--- config.mk ---
export PLATFORM = sky130hd
export DESIGN_NAME = mips_branch_predictor
export DESIGN_NICKNAME = d
export VERILOG_FILES = /design/src/rtl/mips_branch_predictor.sv
export SDC_FILE = /design/constraint.sdc
export NUM_CORES = 1
export LEC_CHECK = 0
export CORE_UTILIZATION = 59
export CTS_CLUSTER_DIAMETER = 40
export DETAILED_ROUTE_END_ITERATION = 10
export PLACE_DENSITY_LB_ADDON = 0.25
export SYNTH_ARGS = -nofsm -noshare
export SYNTH_HDL_FRONTEND = slang
export SYNTH_SLANG_ARGS = --single-unit
--- constraint.sdc ---
create_clock -name clk -period 4.7 [get_ports clk]
set_clock_uncertainty 0.2 [all_clocks]
set_input_delay 0.47 -clock clk [delete_from_list [all_inputs] [get_ports clk]]
set_output_delay 0.47 -clock clk [all_outputs]
set_load 0.01 [all_outputs]
--- src/rtl/mips_branch_predictor.sv ---
// mips_branch_predictor
// Direct-mapped branch target buffer with saturating direction counters.
// IF looks up the fetch PC combinationally and gets a predicted next PC.
// ID reports each resolved branch for training, misprediction detection
// and saturating branch/mispredict statistics.
module mips_branch_predictor #(
  parameter int ENTRIES = 16,
  parameter int TAG_W   = 8,
  parameter int CTR_W   = 2,
  parameter int STAT_W  = 16
) (
  input  logic              clk,
  input  logic              rst,
  input  logic              clr,
  input  logic [31:0]       lk_pc,
  output logic              pred_taken,
  output logic [31:0]       pred_next_pc,
  input  logic              upd_en,
  input  logic [31:0]       upd_pc,
  input  logic              upd_taken,
  input  logic [31:0]       upd_target,
  input  logic              upd_pred_taken,
  input  logic [31:0]       upd_pred_pc,
  output logic              mispredict,
  output logic [31:0]       redirect_pc,
  output logic [STAT_W-1:0] branch_cnt,
  output logic [STAT_W-1:0] mispred_cnt
);

  localparam int IDX_W = $clog2(ENTRIES);

  // Counter limits: saturate at all-ones, allocate as "weakly taken"
  // (only the MSB set, so the first lookup after allocation predicts taken).
  localparam logic [CTR_W-1:0]  CTR_MAX  = '1;
  localparam logic [CTR_W-1:0]  CTR_WEAK = CTR_W'(1) << (CTR_W - 1);
  localparam logic [STAT_W-1:0] STAT_MAX = '1;

  // Table state. Valid bits and counters are cleared by reset/clr;
  // tags and targets are only meaningful behind a valid bit.
  logic [ENTRIES-1:0] valid_q, valid_d;
  logic [CTR_W-1:0]   ctr_q [ENTRIES];
  logic [CTR_W-1:0]   ctr_d [ENTRIES];
  logic [TAG_W-1:0]   tag_q [ENTRIES];
  logic [31:0]        target_q [ENTRIES];

  logic [STAT_W-1:0]  branchCnt_q, branchCnt_d;
  logic [STAT_W-1:0]  mispredCnt_q, mispredCnt_d;

  // Address split for the lookup and update ports.
  logic [IDX_W-1:0]   lkIdx, updIdx;
  logic [TAG_W-1:0]   lkTag, updTag;
  logic               lkHit, updHit;
  logic               tagWe, targetWe;

  // Only the index and tag fields of the PCs select an entry; the
  // remaining bits (byte offset, high bits) are deliberately ignored.
  // The prediction carried with the branch is likewise informational:
  // the carried next PC alone decides a mispredict.
  logic               unusedBits;
  assign unusedBits = ^{lk_pc, upd_pc, upd_pred_taken};

  assign lkIdx  = lk_pc[IDX_W+1:2];
  assign lkTag  = lk_pc[IDX_W+TAG_W+1:IDX_W+2];
  assign updIdx = upd_pc[IDX_W+1:2];
  assign updTag = upd_pc[IDX_W+TAG_W+1:IDX_W+2];

  // Zero-latency lookup from the registered table (read-before-write).
  always_comb begin
    lkHit        = valid_q[lkIdx] && (tag_q[lkIdx] == lkTag);
    pred_taken   = lkHit && ctr_q[lkIdx][CTR_W-1];
    pred_next_pc = pred_taken ? target_q[lkIdx] : lk_pc + 32'd4;
  end

  // Resolve the branch: the correct next PC, and whether the PC the
  // pipeline actually fetched (direction and target together) was wrong.
  always_comb begin
    redirect_pc = upd_taken ? upd_target : upd_pc + 32'd4;
    mispredict  = upd_en && (upd_pred_pc != redirect_pc);
    updHit      = valid_q[updIdx] && (tag_q[updIdx] == updTag);
  end

  // Next-state for valid bits, counters and statistics; clr discards any
  // simultaneous update together with its statistics increments.
  always_comb begin
    valid_d      = valid_q;
    ctr_d        = ctr_q;
    branchCnt_d  = branchCnt_q;
    mispredCnt_d = mispredCnt_q;
    if (clr) begin
      valid_d = '0;
      for (int i = 0; i < ENTRIES; i++) begin
        ctr_d[i] = '0;
      end
      branchCnt_d  = '0;
      mispredCnt_d = '0;
    end else if (upd_en) begin
      if (branchCnt_q != STAT_MAX) begin
        branchCnt_d = branchCnt_q + STAT_W'(1);
      end
      if (mispredict && (mispredCnt_q != STAT_MAX)) begin
        mispredCnt_d = mispredCnt_q + STAT_W'(1);
      end
      if (updHit) begin
        if (upd_taken) begin
          if (ctr_q[updIdx] != CTR_MAX) begin
            ctr_d[updIdx] = ctr_q[updIdx] + CTR_W'(1);
          end
        end else begin
          if (ctr_q[updIdx] != '0) begin
            ctr_d[updIdx] = ctr_q[updIdx] - CTR_W'(1);
          end
        end
      end else if (upd_taken) begin
        valid_d[updIdx] = 1'b1;
        ctr_d[updIdx]   = CTR_WEAK;
      end
    end
  end

  // Write enables for the unreset tag/target arrays: a taken branch always
  // refreshes the target, a taken miss also claims the tag.
  always_comb begin
    targetWe = upd_en && !clr && upd_taken;
    tagWe    = targetWe && !updHit;
  end

  // Valid bits, counters and statistics with asynchronous reset.
  always_ff @(posedge clk or posedge rst) begin
    if (rst) begin
      valid_q <= '0;
      for (int i = 0; i < ENTRIES; i++) begin
        ctr_q[i] <= '0;
      end
      branchCnt_q  <= '0;
      mispredCnt_q <= '0;
    end else begin
      valid_q      <= valid_d;
      ctr_q        <= ctr_d;
      branchCnt_q  <= branchCnt_d;
      mispredCnt_q <= mispredCnt_d;
    end
  end

  // Tags and targets need no reset; they are gated by the valid bits.
  always_ff @(posedge clk) begin
    if (tagWe) begin
      tag_q[updIdx] <= updTag;
    end
    if (targetWe) begin
      target_q[updIdx] <= upd_target;
    end
  end

  assign branch_cnt  = branchCnt_q;
  assign mispred_cnt = mispredCnt_q;

endmodule

==> results of run 1 <==
-- per-layer routing --
metal | share of wire, % | up-vias
met5 | 0.037 | -
li1 | - | 8523
met1 | 36 | 10570
met3 | 12 | 229
met2 | 49 | 1410
met4 | 3.8 | 6
-- repair_timing --
action                                  CTS  global route
endpoints found under the setup margin    2             4
gates resized for setup                   2            15
hold endpoints to repair                  0             0
hold buffers                              0             0
-- worst max-delay path by stage --
stage / endpoint / from
detailed placement: mispredict / upd_pc[8]
CTS: pred_next_pc[31] / lk_pc[6]
finish: mispredict / upd_pc[9]
floorplan: target_q[12][0]$_DFFE_PP_ / upd_taken
global placement: mispredict / upd_pc[8]
global route: pred_next_pc[7] / lk_pc[2]
-- power breakdown --
part / internal (µW) / leakage (µW) / switching [µW]
sequential: 7020 / 0.00687 / 20.6
combinational: 591 / 0.00520 / 701
clock: 4340 / 0.00150 / 2830
-- through the flow --
step           std cells  util, %  worst slack (ns)  area [µm²]  hold slack, ns
2_1_floorplan       1952        -            0.2479       32900          0.3138
3_3_place_gp        2953    67.50           -0.1163       37190          0.3275
3_5_place_dp        2953    67.50           -0.1145       37190          0.3413
4_1_cts             3122    73.22           0.01361       40340         0.01101
5_1_grt             3127    73.37          0.009976       40420         0.07520
6_report            3129    73.38           0.07860       40430         0.01934
-- cell usage after synthesis (all sizes together) (8+ instances only) --
cell type and number:
nor4 14, a311oi 8, mux2i 39, buf 54
nor2b 13, nand4 25, mux2 14, a31oi 15
xnor2 71, a21oi 55, and3 19, and4 10
dfrtp 80, clkbuf 71, ha 9, nor3 18
edfxtp 640, o21ai 29, xor2 50, mux4 254
nand2b 41, or3 8, nand2 93, nand3 48
or4 15, inv 41, nor2 131, o31ai 12
o22ai 18
-- cell type report --
type | count | area, µm² | area share [%]
timing repair buffer | 377 | 3766 | 9.316
sequential | 720 | 21220 | 52.49
inverter | 41 | 153.9 | 0.3807
antenna | 7 | 17.52 | 0.04333
clock buffer | 100 | 2396 | 5.927
multi-input combinational | 1066 | 11180 | 27.67
clock inverter | 70 | 753.2 | 1.863
tap | 748 | 935.9 | 2.315
-- sequential cells by signal, indices dropped and copies added (netlist names) --
signal	flops
ctr_q	32
mispred_cnt	16
branch_cnt	16
valid_q	16
target_q	512
tag_q	128
-- cells by family after synthesis --
| group | count (synthesis) | share of synthesized area [%] |
|---|---|---|
| DFF | 720 | 64.51 |
| and+or+nand+nor | 453 | 7.097 |
| muxes | 307 | 19.10 |
| AOI/OAI and AO/OA | 173 | 3.438 |
| buffers and inverters | 166 | 2.084 |
| xor gates and xnor gates | 124 | 3.431 |
| adders and majority gates | 9 | 0.3423 |
==> metrics.yaml, run 1 <==
outcome: "finished, final reports clean"
clk_latency_ns: 0.65
ff2ff_setup_slack_ns: 0.86
max_freq_ghz: 0.2164
cp_slowest_cell: "clkdlybuf4s50_1"
syn_area_per_cell_um2: 16.85
die_w_um: 238.1
cts_made_buffers: 91
synthesis.nets: 2095
tightest_slew_ns: 1.140
synth_area_leaders: "edfxtp_1 (58%), mux4_2 (17%), dfrtp_1 (6.1%), xnor2_1 (1.9%), nor2_1 (1.5%)"
grt_max_degree: 91
crit_type: "primary input to output port"
num-fill-cells: 3377
hold_violations: 0
cts_tree: "yes"
ant_nets: 0
synth_area_leader_cell: "edfxtp_1"
rsz0062_at_grt: "false"
worst_setup_path_end_kind: "output port"
use_met3_pct: 8.792
grt_usage_pct: 34.87
fin_tns_setup_ns: 0
port_buffers: 230
cp.arrival_ns: 3.95
die_h_um: 238.1
synth_cell_types: 75
mostFrequentLayoutCell: "edfxtp_1"
cts_sinks: 720
drive_gt1_share_pct: 26.12
hold_path_class: "primary input to async pin"
gr-total-overflow: 0
dp_hpwl_um: 60470
async_reset_ff_share_pct: 11.11
crit_top_cell: "clkdlybuf4s50_1"
p_leak_uw: 0.01358
fin_crit_sh_pct: 98.33
vdd_drop_max_uv: 252.0
final_cell_mix: "edfxtp_1 (640), mux4_2 (254), clkdlybuf4s50_1 (219)"
synth_top_area_share_pct: 58.42
slew_violations: 0
synth-main-ff-cell: "edfxtp_1"
netlist_area_mm2: 0.03290
use_met1_pct: 45.82
synth-seq-cells: 720
cp-start-kind: "primary input"
met2_usage_pct: 56.19
rows: 86
cap_violations: 0
gp_congestion: 0.9494
clock_path_buffers: 3
yosysWarnings: 0
rr_worst_depth: 8
powerDensity_mw_per_mm2: 383.2
core_mm2: 0.05509
crit_chain: "clkdlybuf4s50_1 > nand2_1 > or3_1 > or4_4 > a31oi_2 > o2111ai_1 > a2111oi_2 > and4bb_4 > nor2b_1 > clkdlybuf4s50_1"
dieArea_mm2: 0.05671
ys_seq_area_share_pct: 64.51
r2r-end: "tag_q[8][4]$_DFFE_PP_"
drt_iter0_drc: 2627
netlist_instances: 1952
grt_pass1_vias: 21310
cp_num_buf_inv: 2
final_nets: 2440
cp_slowest_stage_delay_ns: 0.63
top_usage_layer: "met2"
setup_violations: 0
wl_per_cell_um: 30.91
crit_fanout: 6
wirelength_um: 96710
synth_edf_count: 640
cp_top_family: "simple AND/OR/NAND/NOR gates"
clk_pin_slew_ns: 0.06
grt_antenna_before_repair: 9
r2r-start: "tag_q[3][4]$_DFFE_PP_"
num_io_pins: 232
drcViolationCount: 0
grt_pass1_wl_um: 140300
cts_max_level: 3
crit_cells: 10
root_buffer: "clkbuf_16"
relSlewSlack_pct: 23.74
cts_setup_buffers: 0
cp.required_ns: 4.03
vias: 20740
firstDrtPassIters: 6
routed_via_density: 6.629
finalPower_uw: 15490
finalCriticalPeriod_ns: 4.621
area.growth.synth_to_final_pct: 22.89
start_util_pct: 59.71
Note: power is estimated with default switching activity, not from simulation.
==> run 2: changes to the inputs <==
--- a/config.mk
+++ b/config.mk
@@ -5,6 +5,7 @@
 export SDC_FILE = /design/constraint.sdc
 export NUM_CORES = 1
 export LEC_CHECK = 0
+export CORE_ASPECT_RATIO = 1.75
 export CORE_UTILIZATION = 59
 export CTS_CLUSTER_DIAMETER = 40
 export DETAILED_ROUTE_END_ITERATION = 10
==> run 2 against run 1 <==
Against the previous run: first-iteration DRC count fell by 10%; power decreased by 12%; cell count decreased by 2.6%; core utilization is 2.3 points lower; global-route usage is 0.22 points higher; combinational power barely moved; worst hold slack better by 0.20 ns; non-clock buffer count increased by 25; critical path depth rose by 1; critical path type is now flop to output port; largest cell class unchanged; largest power group is now sequential cells; highest routed layer unchanged.
==> metrics.yaml, run 2 (synthesized netlist as in run 1, its figures left out) <==
outcome: "finished, final reports clean"
ff2ff_setup_slack_ns: 0.63
wirelength_um: 97240
r2r-end: "tag_q[10][4]$_DFFE_PP_"
crit_top_cell: "buf_4"
cap_violations: 0
rsz0062_at_grt: "false"
p_comb_share_pct: 9.5
finalCriticalPeriod_ns: 4.613
gp_congestion: 0.9501
cts_max_level: 3
place_inst: 2924
holdWs_ns: 0.2219
core_mm2: 0.05520
crit_fanout: 49
switchingPower_uw: 3128
grt_usage_pct: 35.09
start_util_pct: 59.59
setup_ws_ns: 0.08665
drcViolationCount: 0
internal-power_uw: 10490
rr_worst_depth: 8
pre_cts_slack_ns: -0.04127
grt_max_degree: 89
grt_pass1_vias: 21090
setup_violations: 0
hp-start: "upd_pc[9]"
cp.required_ns: 4.03
min_path_cells: 1
cp_slowest_stage_delay_ns: 0.53
tightest_slew_ns: 1.423
crit_chain: "mux4_2 > mux4_2 > xor2_1 > buf_4 > a211oi_1 > buf_4 > nand3_4 > buf_12 > a21oi_2 > buf_4 > clkdlybuf4s50_1"
final_cell_mix: "edfxtp_1 (640), mux4_2 (254), clkdlybuf4s50_1 (220)"
routed_via_density: 6.727
drt_iter0_drc: 2357
port_buffers: 230
gr-total-overflow: 0
dieArea_mm2: 0.05674
cts_made_buffers: 67
cts_sinks: 720
area.growth.synth_to_final_pct: 19.22
fin_cells: 3049
clk_pin_slew_ns: 0.06
vdd_drop_max_uv: 302.4
worst_setup_path_end_kind: "output port"
clock_path_buffers: 3
max_freq_ghz: 0.2168
finalPower_uw: 13620
vias: 20510
crit_type: "flop to output port"
holdPathEnd: "tag_q[9][3]$_DFFE_PP_"
firstDrtPassIters: 6
largest_reg_flops: 512
r2r-start: "tag_q[15][4]$_DFFE_PP_"
grt_antenna_before_repair: 3
mostFrequentLayoutCell: "edfxtp_1"
slew_violations: 0
wl_per_cell_um: 31.89
rows: 114
largest_register: "target_q"
clk_latency_ns: 0.60
num_io_pins: 232
ant_nets: 0
dp_hpwl_um: 63070
die_h_um: 314.4
switching_share_pct: 22.96
die_w_um: 180.5
powerDensity_mw_per_mm2: 347.3
cp-start-kind: "flop"
final_nets: 2441
cp.arrival_ns: 3.94
grt_pass1_wl_um: 140600
final_util_pct: 71.05
reg_top3: "target_q (512), tag_q (128), ctr_q (32)"
drive_gt1_share_pct: 24.98
root_buffer: "clkbuf_16"
cp_slowest_cell: "mux4_2"
p_leak_uw: 0.01314
cts_tree: "yes"
p_clk_share_pct: 38.9
hold_violations: 0
fin_crit_sh_pct: 98.16
relSlewSlack_pct: 4.767
hold_path_class: "primary input to flop"
pwr-share-seq_pct: 51.6
==> run 2: power groups by stage <==
stage          registers (µW)  clock network, µW  logic, µW
2_1_floorplan            7160                  0        634
5_1_grt                  7030               5570       1350
4_1_cts                  7030               5360       1280
6_report                 7030               5300       1290
3_3_place_gp             7160                  0       1250
3_5_place_dp             7170                  0       1270
==> run 2: cell type report <==
class                   count  area [µm²]
inverters                  41       153.9
well taps                 696       870.8
flip-flops and latches    720       21220
clock inverters            40       354.1
repair buffers            402        3721
fillers                  3460       15980
clock buffers              81        1760
multi-input cells        1066       11130
diodes                      3       7.507
==> run 2: metal layers <==
layer | up-vias | global-route usage [%] | wire length [µm]
li1 | 8481 | - | -
met1 | 10430 | 42.99 | 33730
met2 | 1324 | 59.23 | 49100
met3 | 274 | 7.219 | 9127
met4 | 4 | 18.40 | 5250
met5 | - | 0 | 28
==> run 2: metrics by stage <==
step	setup TNS [ns]	cell area, µm²
after global placement	-0.06633	37070
after floorplan	0	32900
after CTS	0	39200
after global routing	0	39210
after detailed placement	-0.04127	37070
final	0	39220
==> run 2: what timing repair did <==
action | in CTS | in global routing
gates resized for setup | 3 | 5
gates cloned | 0 | 0
pin swaps | 0 | 0
setup buffers | 0 | 0
hold buffers | 1 | 0
setup endpoints to repair | 2 | 6
endpoints found under the hold margin | 18 | 0
==> run 2: worst max path at each step <==
stage / start / end / slack [ns] / cells after the start
after floorplan: upd_taken / target_q[12][0]$_DFFE_PP_ / 0.25 / 9
after global placement: upd_pc[7] / mispredict / -0.07 / 12
after detailed placement: upd_pc[9] / mispredict / -0.04 / 13
after CTS: lk_pc[2] / pred_next_pc[28] / 0.07 / 13
after global routing: tag_q[14][3]$_DFFE_PP_ / pred_next_pc[10] / 0.002 / 10
final: tag_q[14][3]$_DFFE_PP_ / pred_next_pc[4] / 0.09 / 11
==> run 2: critical path: cells and delay by family (launching register included) <==
kind / cells / cell delay [ns]
compound gates: 2 / 0.41
mux: 2 / 1.01
flops: 1 / 0.39
xor+xnor: 1 / 0.16
buf+inv: 5 / 1.21
simple gates: 1 / 0.09
